--- src/rtl/tone_sample_writer.sv ---
// Turns a tone player's square wave into enveloped signed PCM samples and
// pushes them into the codec FIFO through its allowed/write handshake.
module tone_sample_writer #(
    parameter int CLOCK_FREQUENCY = 50000000,
    parameter int SAMPLE_RATE = 48000,
    parameter int SAMPLE_BITS = 24,
    parameter logic [SAMPLE_BITS-1:0] AMPLITUDE = 'h100000,
    parameter logic [SAMPLE_BITS-1:0] RAMP_STEP = 'h001000,
    parameter int HOLD_SAMPLES = 1024
) (
    input  logic                          clock,
    input  logic                          reset,
    input  logic                          enable,
    input  logic                          sound,
    input  logic                          audio_out_allowed,
    output logic                          write_audio_out,
    output logic signed [SAMPLE_BITS-1:0] left_channel_audio_out,
    output logic signed [SAMPLE_BITS-1:0] right_channel_audio_out,
    output logic                          overrun
);

    localparam int DIVISOR = CLOCK_FREQUENCY / SAMPLE_RATE;
    localparam int DIV_W = (DIVISOR > 1) ? $clog2(DIVISOR) : 1;
    localparam int ACT_W = $clog2(HOLD_SAMPLES) + 1;
    localparam logic [DIV_W-1:0] DIV_LAST = DIV_W'(DIVISOR - 1);
    localparam logic [ACT_W-1:0] HOLD_LOAD = ACT_W'(HOLD_SAMPLES);

    typedef enum logic [1:0] {
        IDLE,
        WAIT_TICK,
        WRITE
    } state_t;

    state_t                 stateReg, stateNext;
    logic [DIV_W-1:0]       dividerReg, dividerNext;
    logic [SAMPLE_BITS-1:0] levelReg, levelNext;
    logic [ACT_W-1:0]       activityReg, activityNext;
    logic [SAMPLE_BITS-1:0] sampleReg, sampleNext;
    logic                   overrunReg, overrunNext;
    logic [2:0]             syncChain;
    logic                   writeStrobe;

    logic                   syncSound;
    logic                   soundEdge;
    logic                   tick;
    logic                   active;
    logic [SAMPLE_BITS:0]   levelSum;
    logic [SAMPLE_BITS-1:0] rampUp;
    logic [SAMPLE_BITS-1:0] rampDown;
    logic [SAMPLE_BITS-1:0] levelTick;
    logic [SAMPLE_BITS-1:0] sampleValue;

    // syncChain[1] is the synchronized sound, syncChain[2] its previous value.
    assign syncSound = syncChain[1];
    assign soundEdge = syncChain[1] ^ syncChain[2];
    assign tick      = (stateReg != IDLE) && (dividerReg == DIV_LAST);
    assign active    = (activityReg != '0);

    // One extra bit keeps the ramp-up sum from wrapping near full scale.
    assign levelSum    = {1'b0, levelReg} + {1'b0, RAMP_STEP};
    assign rampUp      = (levelSum > {1'b0, AMPLITUDE}) ? AMPLITUDE : levelSum[SAMPLE_BITS-1:0];
    assign rampDown    = (levelReg < RAMP_STEP) ? '0 : (levelReg - RAMP_STEP);
    assign levelTick   = active ? rampUp : rampDown;
    assign sampleValue = syncSound ? levelTick : (~levelTick + 1'b1);

    always_ff @(posedge clock or negedge reset) begin
        if (!reset) begin
            stateReg    <= IDLE;
            dividerReg  <= '0;
            levelReg    <= '0;
            activityReg <= '0;
            sampleReg   <= '0;
            overrunReg  <= 1'b0;
            syncChain   <= '0;
        end else begin
            stateReg    <= stateNext;
            dividerReg  <= dividerNext;
            levelReg    <= levelNext;
            activityReg <= activityNext;
            sampleReg   <= sampleNext;
            overrunReg  <= overrunNext;
            syncChain   <= {syncChain[1:0], sound};
        end
    end

    always_comb begin
        stateNext    = stateReg;
        dividerNext  = dividerReg;
        levelNext    = levelReg;
        activityNext = activityReg;
        sampleNext   = sampleReg;
        overrunNext  = overrunReg;
        writeStrobe  = 1'b0;

        if (stateReg != IDLE) begin
            dividerNext = tick ? '0 : (dividerReg + 1'b1);
            if (soundEdge) begin
                activityNext = HOLD_LOAD;
            end else if (tick && active) begin
                activityNext = activityReg - 1'b1;
            end
            if (tick) begin
                levelNext = levelTick;
            end
        end

        case (stateReg)
            IDLE: begin
                dividerNext  = '0;
                levelNext    = '0;
                activityNext = '0;
                sampleNext   = '0;
                overrunNext  = 1'b0;
                if (enable) begin
                    stateNext = WAIT_TICK;
                end
            end
            WAIT_TICK: begin
                if (tick) begin
                    sampleNext = sampleValue;
                    stateNext  = WRITE;
                end
            end
            WRITE: begin
                writeStrobe = audio_out_allowed;
                if (tick) begin
                    // Old sample leaves this cycle if allowed; otherwise it is lost.
                    sampleNext = sampleValue;
                    if (!audio_out_allowed) begin
                        overrunNext = 1'b1;
                    end
                end else if (audio_out_allowed) begin
                    stateNext = WAIT_TICK;
                end
            end
            default: begin
                stateNext = IDLE;
            end
        endcase

        if (!enable) begin
            stateNext    = IDLE;
            dividerNext  = '0;
            levelNext    = '0;
            activityNext = '0;
            sampleNext   = '0;
            overrunNext  = 1'b0;
            writeStrobe  = 1'b0;
        end
    end

    assign write_audio_out         = writeStrobe;
    assign left_channel_audio_out  = sampleReg;
    assign right_channel_audio_out = sampleReg;
    assign overrun                 = overrunReg;

endmodule

--- config.mk ---
export PLATFORM = sky130hd
export DESIGN_NAME = tone_sample_writer
export DESIGN_NICKNAME = d
export VERILOG_FILES = /design/src/rtl/tone_sample_writer.sv
export SDC_FILE = /design/constraint.sdc
export NUM_CORES = 1
export LEC_CHECK = 0
export ABC_AREA = 0
export ABC_CLOCK_PERIOD_IN_PS = 7700
export CORE_MARGIN = 2
export CORE_UTILIZATION = 60
export CTS_CLUSTER_SIZE = 25
export DETAILED_ROUTE_END_ITERATION = 10
export PLACE_DENSITY = 0.85
export SLEW_MARGIN = 20
export SYNTH_ARGS = -nofsm -noshare
export SYNTH_HDL_FRONTEND = slang
export SYNTH_SLANG_ARGS = --single-unit
export TNS_END_PERCENT = 10
--- constraint.sdc ---
create_clock -name clock -period 7.7 [get_ports clock]
set_input_delay 1.155 -clock clock [delete_from_list [all_inputs] [get_ports clock]]
set_output_delay 1.155 -clock clock [all_outputs]
set_load 0.01 [all_outputs]
# --- Word-level counts from Yosys, hierarchy flattened ---
# Index checks and enable logic that the tools add are counted.
word_totals:
  in_bits: 5
  regBits: 76
  out_inout_bits: 50
  wordCells: 72
op_classes:
  n_mux: 31
  n_addsub: 5
  n_lt_le_gt_ge: 2
  n_reduce_logical: 11
  n_eq_ne: 14
  n_bitwise: 2
op_table:
  columns: ["op", "n"]
  rows:
  - ["two-way mux 24 bit", 10]
  - ["two-way mux 11 bit", 9]
  - ["one-hot mux 24 bit (2 select lines)", 1]
  - ["adder 24 x 13 -> 25 bit (second input constant)", 1]
  - ["> comparator 25 x 21 -> 1 bit (second input constant)", 1]
  - ["adder 24 x 1 -> 24 bit (second input constant)", 1]
  - ["< comparator 24 x 13 -> 1 bit (second input constant)", 1]
  - ["inverter 24 bit", 1]
  - ["subtractor 24 x 13 -> 24 bit (second input constant)", 1]
  - ["!= test 3 bit (second input constant)", 5]
  - ["adder 11 x 1 -> 11 bit (second input constant)", 1]
  - ["== test 11 bit (second input constant)", 1]
  - ["nonzero test 11 bit", 1]
  - ["subtractor 11 x 1 -> 11 bit (second input constant)", 1]
  - ["!= test 3 x 1 -> 1 bit (second input constant)", 3]
  - ["two-way mux 2 bit", 4]
  - ["!= test 3 x 2 -> 1 bit (second input constant)", 2]
  - ["one-hot mux 2 bit (3 select lines)", 1]
  - ["AND reduction 2 bit", 3]
  - ["AND reduction 3 bit", 2]
  - ["two-way mux 1 bit", 5]
  - ["!= test 4 x 1 -> 1 bit (second input constant)", 1]
  - ["== test 2 x 1 -> 1 bit (second input constant)", 1]
  - ["== test 2 bit (second input constant)", 1]
  - ["other kinds (6)", 7]

# --- Logic depth before layout (Yosys ltp) ---
depth:
  ltp_word: 10
  ltp_mapped: 21
  ltp_nobuf: 16

# --- Worst setup path after synthesis ---
# No wires, ideal clock.
synth_timing:
  path_kind: "register -> register"
  startpoint: "reg levelReg[12]"
  endpoint: "reg sampleReg[20], in the netlist left_channel_audio_out[20]"
  setup_time_ns: 0.076
  synth_period_minus_slack_ns: 4.139
  path_slack_ns: 3.561
  n_path_buf: 5
  t_required_ns: 7.624
  t_arrival_ns: 4.062
  path_stages_with_launch: 22
  cell_sequence: "dfrtp_1 clkbuf_1 inv_1 ha_1 or3b_1 buf_2 nor4_2 or2_1 buf_4 o21ai_1 buf_2 buf_4 nand2_1 ha_1 inv_1 nor3_1 nand3_1 a311o_1 a21oi_2 a41oi_1 xor2_1 o21ai_1"
synth_between:
  elab_chain_cells: 10
  word_cells_on_any_way: 13
  cone_classes: "add/sub: 3; order compare: 2; mux: 7; bitwise: 1"
synth_rtl:
  columns: ["element", "line", "source"]
  rows:
  - ["start, declared", "36", "logic [SAMPLE_BITS-1:0] levelReg, levelNext;"]
  - ["start signal, assigned", "78", "levelReg <= levelNext;"]
  - ["adder 24 x 13 -> 25 bit", "60", "assign levelSum = {1'b0, levelReg} + {1'b0, RAMP_STEP};"]
  - ["> comparator 25 x 21 -> 1 bit", "61", "assign rampUp = (levelSum > {1'b0, AMPLITUDE}) ? AMPLITUDE : levelSum[SAMPLE_BITS-1:0];"]
  - ["two-way mux 24 bit", "61", null]
  - ["two-way mux 24 bit (*)", "63", "assign levelTick = active ? rampUp : rampDown;"]
  - ["inverter 24 bit", "64", "assign sampleValue = syncSound ? levelTick : (~levelTick + 1'b1);"]
  - ["adder 24 x 1 -> 24 bit", "64", null]
  - ["two-way mux 24 bit (*)", "64", null]
  - ["two-way mux 24 bit (*)", "119, 126", null]
  - ["one-hot mux 24 bit (2 select lines) (*)", "107", "case (stateReg)"]
  - ["two-way mux 24 bit (*)", "141", "if (!enable) begin"]
  - ["end signal, assigned", "80", "sampleReg <= sampleNext;"]
  - ["end, declared", "38", "logic [SAMPLE_BITS-1:0] sampleReg, sampleNext;"]
# Every way passes the cells marked *; elsewhere a longest branch is shown, timed or not. The select of a mux whose other input is x is not followed.
# A chain may end at the register's enable or synchronous reset.

# --- Final worst setup path ---
# Ends and elaborated chain as after synthesis.

==> impl_metrics.csv <==
group,metric,value,unit
pwr,leakagePower,2.20,nW
worst_setup_path,path_delay_family,"simple AND/OR/NAND/NOR gates",
worst_setup_path,worstSetupPathType,"flop to flop",
cts,post-cts-setup-buffer-count,0,
layout,diodes,0,
worst_setup_path,worstPathMaxFanout,20,
worst_setup_path,r2r-end,"left_channel_audio_out[20]$_DFFE_PN0P_",
layout,final_nets,565,
worst_setup_path,crit_chain,"inv_1 -> ha_1 -> or3b_1 -> nor4_2 -> or2_1 -> o21ai_1 -> buf_4 -> nand2_1 -> ha_1 -> inv_1 -> nor3_1 -> nand3_1 -> a311o_1 -> a21oi_2 -> a41oi_1 -> xor2_1 -> o21ai_1",
worst_setup_path,r2r_start,"levelReg[12]$_DFFE_PN0P_",
detailed_routing,wl,10.4,mm
placed_design,place_hpwl,7.61,mm
die,io_pins,55,
worst_setup_path,start_kind,"flop",
die,fp-row-count,32,
sta,slew_viol_final,0,
die,design.core.area,7650,sq um
worst_setup_path,cp-end-kind,"flop",
layout,layout-drive-gt1-share,6.49,%
synthesis,yosysTopAreaCell,"dfrtp_1",
pwr,switching_share,32.9,%
sta,worst_pin_slew,0.963,ns
grt,grt_pass1_wl,17.7,mm
worst_setup_path,cp_slowest_cell,"dfrtp_1",
synthesis,avgSynthCellArea,8.80,sq um
cts,cts_root_buf,"clkbuf_8",
run,cap_violations,0,
layout,area_delta_synth_final,12.4,%
pwr,power.density,176,nW/um^2
pwr,clkPwrFrac,34.0,%
worst_setup_path,slowest_delay,0.51,ns
sta,slew_headroom,35.8,%
layout,final_cells,657,
sta,fin_ws,3.11,ns
synthesis,synthAdderAreaFrac,2.68,%
placed_design,routabilityCongestion,0.981,
synthesis,synth.mux.area_fraction,0.428,%
worst_setup_path,cp.arrival,4.81,ns
detailed_routing,drtPass1Iterations,5,
placed_design,dp_cells,641,
cts,cts-resized-gates,0,
synthesis,synthTopCellsByCount,"dfrtp_1 (76), nor2_1 (66), nand2_1 (53), buf_4 (26), o21ai_0 (26)",
synthesis,synthXorXnorAreaFrac,7.87,%
detailed_routing,drt_iter0_markers,322,
hold_path,hold_class,"flop to flop",
pwr,pwr-share-comb,20.6,%
synthesis,synth_area_leaders,"dfrtp_1 (41%), nor2_1 (5.3%), nand2_1 (4.3%)",
sta,finalSetupViolCount,0,
cts,tritoncts,"yes",
detailed_routing,num_vias,3954,
sta,finalSetupTns,0,ns
cts,clkSlewWorstSetupHoldPaths,0.08,ns
grt,gr-total-overflow,0,
pwr,p_seq_share,45.3,%
die,initial_utilization,61.1,%
cts,clock-sinks,76,
status,status,"complete, no violations",
synthesis,yosysSeqAreaShare,40.7,%
pwr,ir_drop,0.134,mV
layout,final_util,68.7,%
cts,numCtsBuffers,9,
synthesis,synth_compound_area_share,17.2,%
pwr,intPower,0.000620,W
grt,grt_pass1_vias,3667,
detailed_routing,final_antenna_net_count,0,
layout,multiInputGateArea,2410,sq um
layout,regArea,1900,sq um
hold_path,min_path_cells,0,
sta,final_hold_viol_count,0,
sta,timing.fmax,218,MHz
layout,nFillCells,607,
synthesis,synth_nets,546,
worst_setup_path,rr_worst_depth,17,
pwr,p_switching,0.000304,W
die,die_w,92.3,um
placed_design,io_buffers,54,
die,die_h,92.3,um
sta,post-route-period-util,59.6,%
hold_path,min_to,"syncChain[1]$_DFF_PN0_",
synthesis,async_reset_ff_share,100,%
synthesis,synth_most_common_cell,"dfrtp_1",
cts,cts_hold_buf,0,
placed_design,pre_cts_ws,3.24,ns
synthesis,synth_edf_count,0,
detailed_routing,drc,0,
detailed_routing,routedWlPerCell,15.9,um
worst_setup_path,startpoint,"levelReg[12]$_DFFE_PN0P_",
sta,rsz0062_at_grt,"false",
synthesis,synth_area,4670,sq um
worst_setup_path,required,7.92,ns
synthesis,synth_top_family_by_area,"simple AND/OR/NAND/NOR gates",
synthesis,synthCells,531,
die,die_area,8510,sq um
sta,min_period,4.59,ns
hold_path,hp-start,"syncChain[0]$_DFF_PN0_",
cts,clk_latency,0.36,ns
grt,grt_max_degree,77,
grt,grtUsageTotal,26.1,%
grt,antenna_found_initial,0,
synthesis,synth_top_area_share,40.7,%
detailed_routing,via_per_inst,6.02,
synthesis,yosys.area_share.simple,23.3,%
cts,cts_max_level,3,
synthesis,yosys_warnings,0,
sta,fin_skew,0.0144,ns
worst_setup_path,path_buf_inv,3,
cts,clockBufferDepth,2,
synthesis,ys.flop_type,"dfrtp_1",
synthesis,yosysUniqueCellTypes,60,
synthesis,synth_seq_cells,76,
worst_setup_path,regToRegSetupSlack,3.11,ns
==> per-stage QoR <==
stage	power (W)	cell area [sq um]	hold slack, ns
after floorplan	0.000561	4670	0.331
after global placement	0.000611	5060	0.333
after detailed placement	0.000617	5060	0.337
after CTS	0.000926	5260	0.356
after global routing	0.000967	5260	0.365
final	0.000924	5260	0.354
==> worst register-to-register path, delay by kind of cell (launching register included) <==
kind            cells  cell delay [ns]
simple gates        6             1.71
fa+ha+maj           2             0.57
buf+inv             3             0.54
flops               1             0.51
compound gates      5             0.91
xor+xnor            1             0.21
==> power groups by stage <==
stage | clock network [W] | registers [W] | logic [W]
6_report | 0.000314 | 0.000419 | 0.000191
5_1_grt | 0.000329 | 0.000421 | 0.000217
3_3_place_gp | 0 | 0.000426 | 0.000185
4_1_cts | 0.000315 | 0.000419 | 0.000192
2_1_floorplan | 0 | 0.000423 | 0.000138
3_5_place_dp | 0 | 0.000427 | 0.000191
==> placed cells by master, fill, tap and decap left out, drive strengths merged, types with 10 or more instances in the layout <==
cell            n
dfrtp          76
nor2           66
nand2          53
clkdlybuf4s50  53
o21ai          33
xnor2          22
nor3           20
xor2           20
a21oi          20
nand3          17
inv            17
a31oi          14
nor2b          13
a22o           13
ha             10
==> final cells by class <==
class / count / area share (%)
clock buffer: 9 / 2.36
inverter: 16 / 1.14
clock inverter: 7 / 1.45
multi-input combinational: 390 / 45.8
sequential: 76 / 36.2
tap: 102 / 2.43
timing repair buffer: 57 / 10.7
==> cell families (layout without fill, tap and decap cells) <==
group / count (synthesis) / in the layout
AOI/OAI and AO/OA: 115 / 115
adders and majority gates: 10 / 10
and+or+nand+nor: 221 / 221
muxes: 2 / 2
buffers and inverters: 65 / 89
xor gates and xnor gates: 42 / 42
DFF: 76 / 76
==> flip-flops by register name, indices dropped and copies added, names as in the netlist <==
register	flops
levelReg	24
overrun	1
dividerReg	11
left_channel_audio_out	24
activityReg	11
stateReg	2
syncChain	3
==> how the worst max path moves through the flow <==
stage	end	cells past startpoint	slack, ns
global route	left_channel_audio_out[20]$_DFFE_PN0P_	17	2.75
floorplan	left_channel_audio_out[20]$_DFFE_PN0P_	21	3.56
detailed placement	left_channel_audio_out[20]$_DFFE_PN0P_	17	3.24
global placement	left_channel_audio_out[20]$_DFFE_PN0P_	17	3.47
CTS	left_channel_audio_out[20]$_DFFE_PN0P_	17	3.21
finish	left_channel_audio_out[20]$_DFFE_PN0P_	17	3.11
==> metal layers <==
metal  part of all wire (%)  global-route usage (%)  vias up
met2                     49                    41.0      138
met3                    5.3                    2.88       24
li1                       -                       -     1887
met1                     44                    36.8     1905
met4                    2.5                    11.7        0
met5                      0                       0        -
No activity file was read; power rests on OpenSTA's default activity.
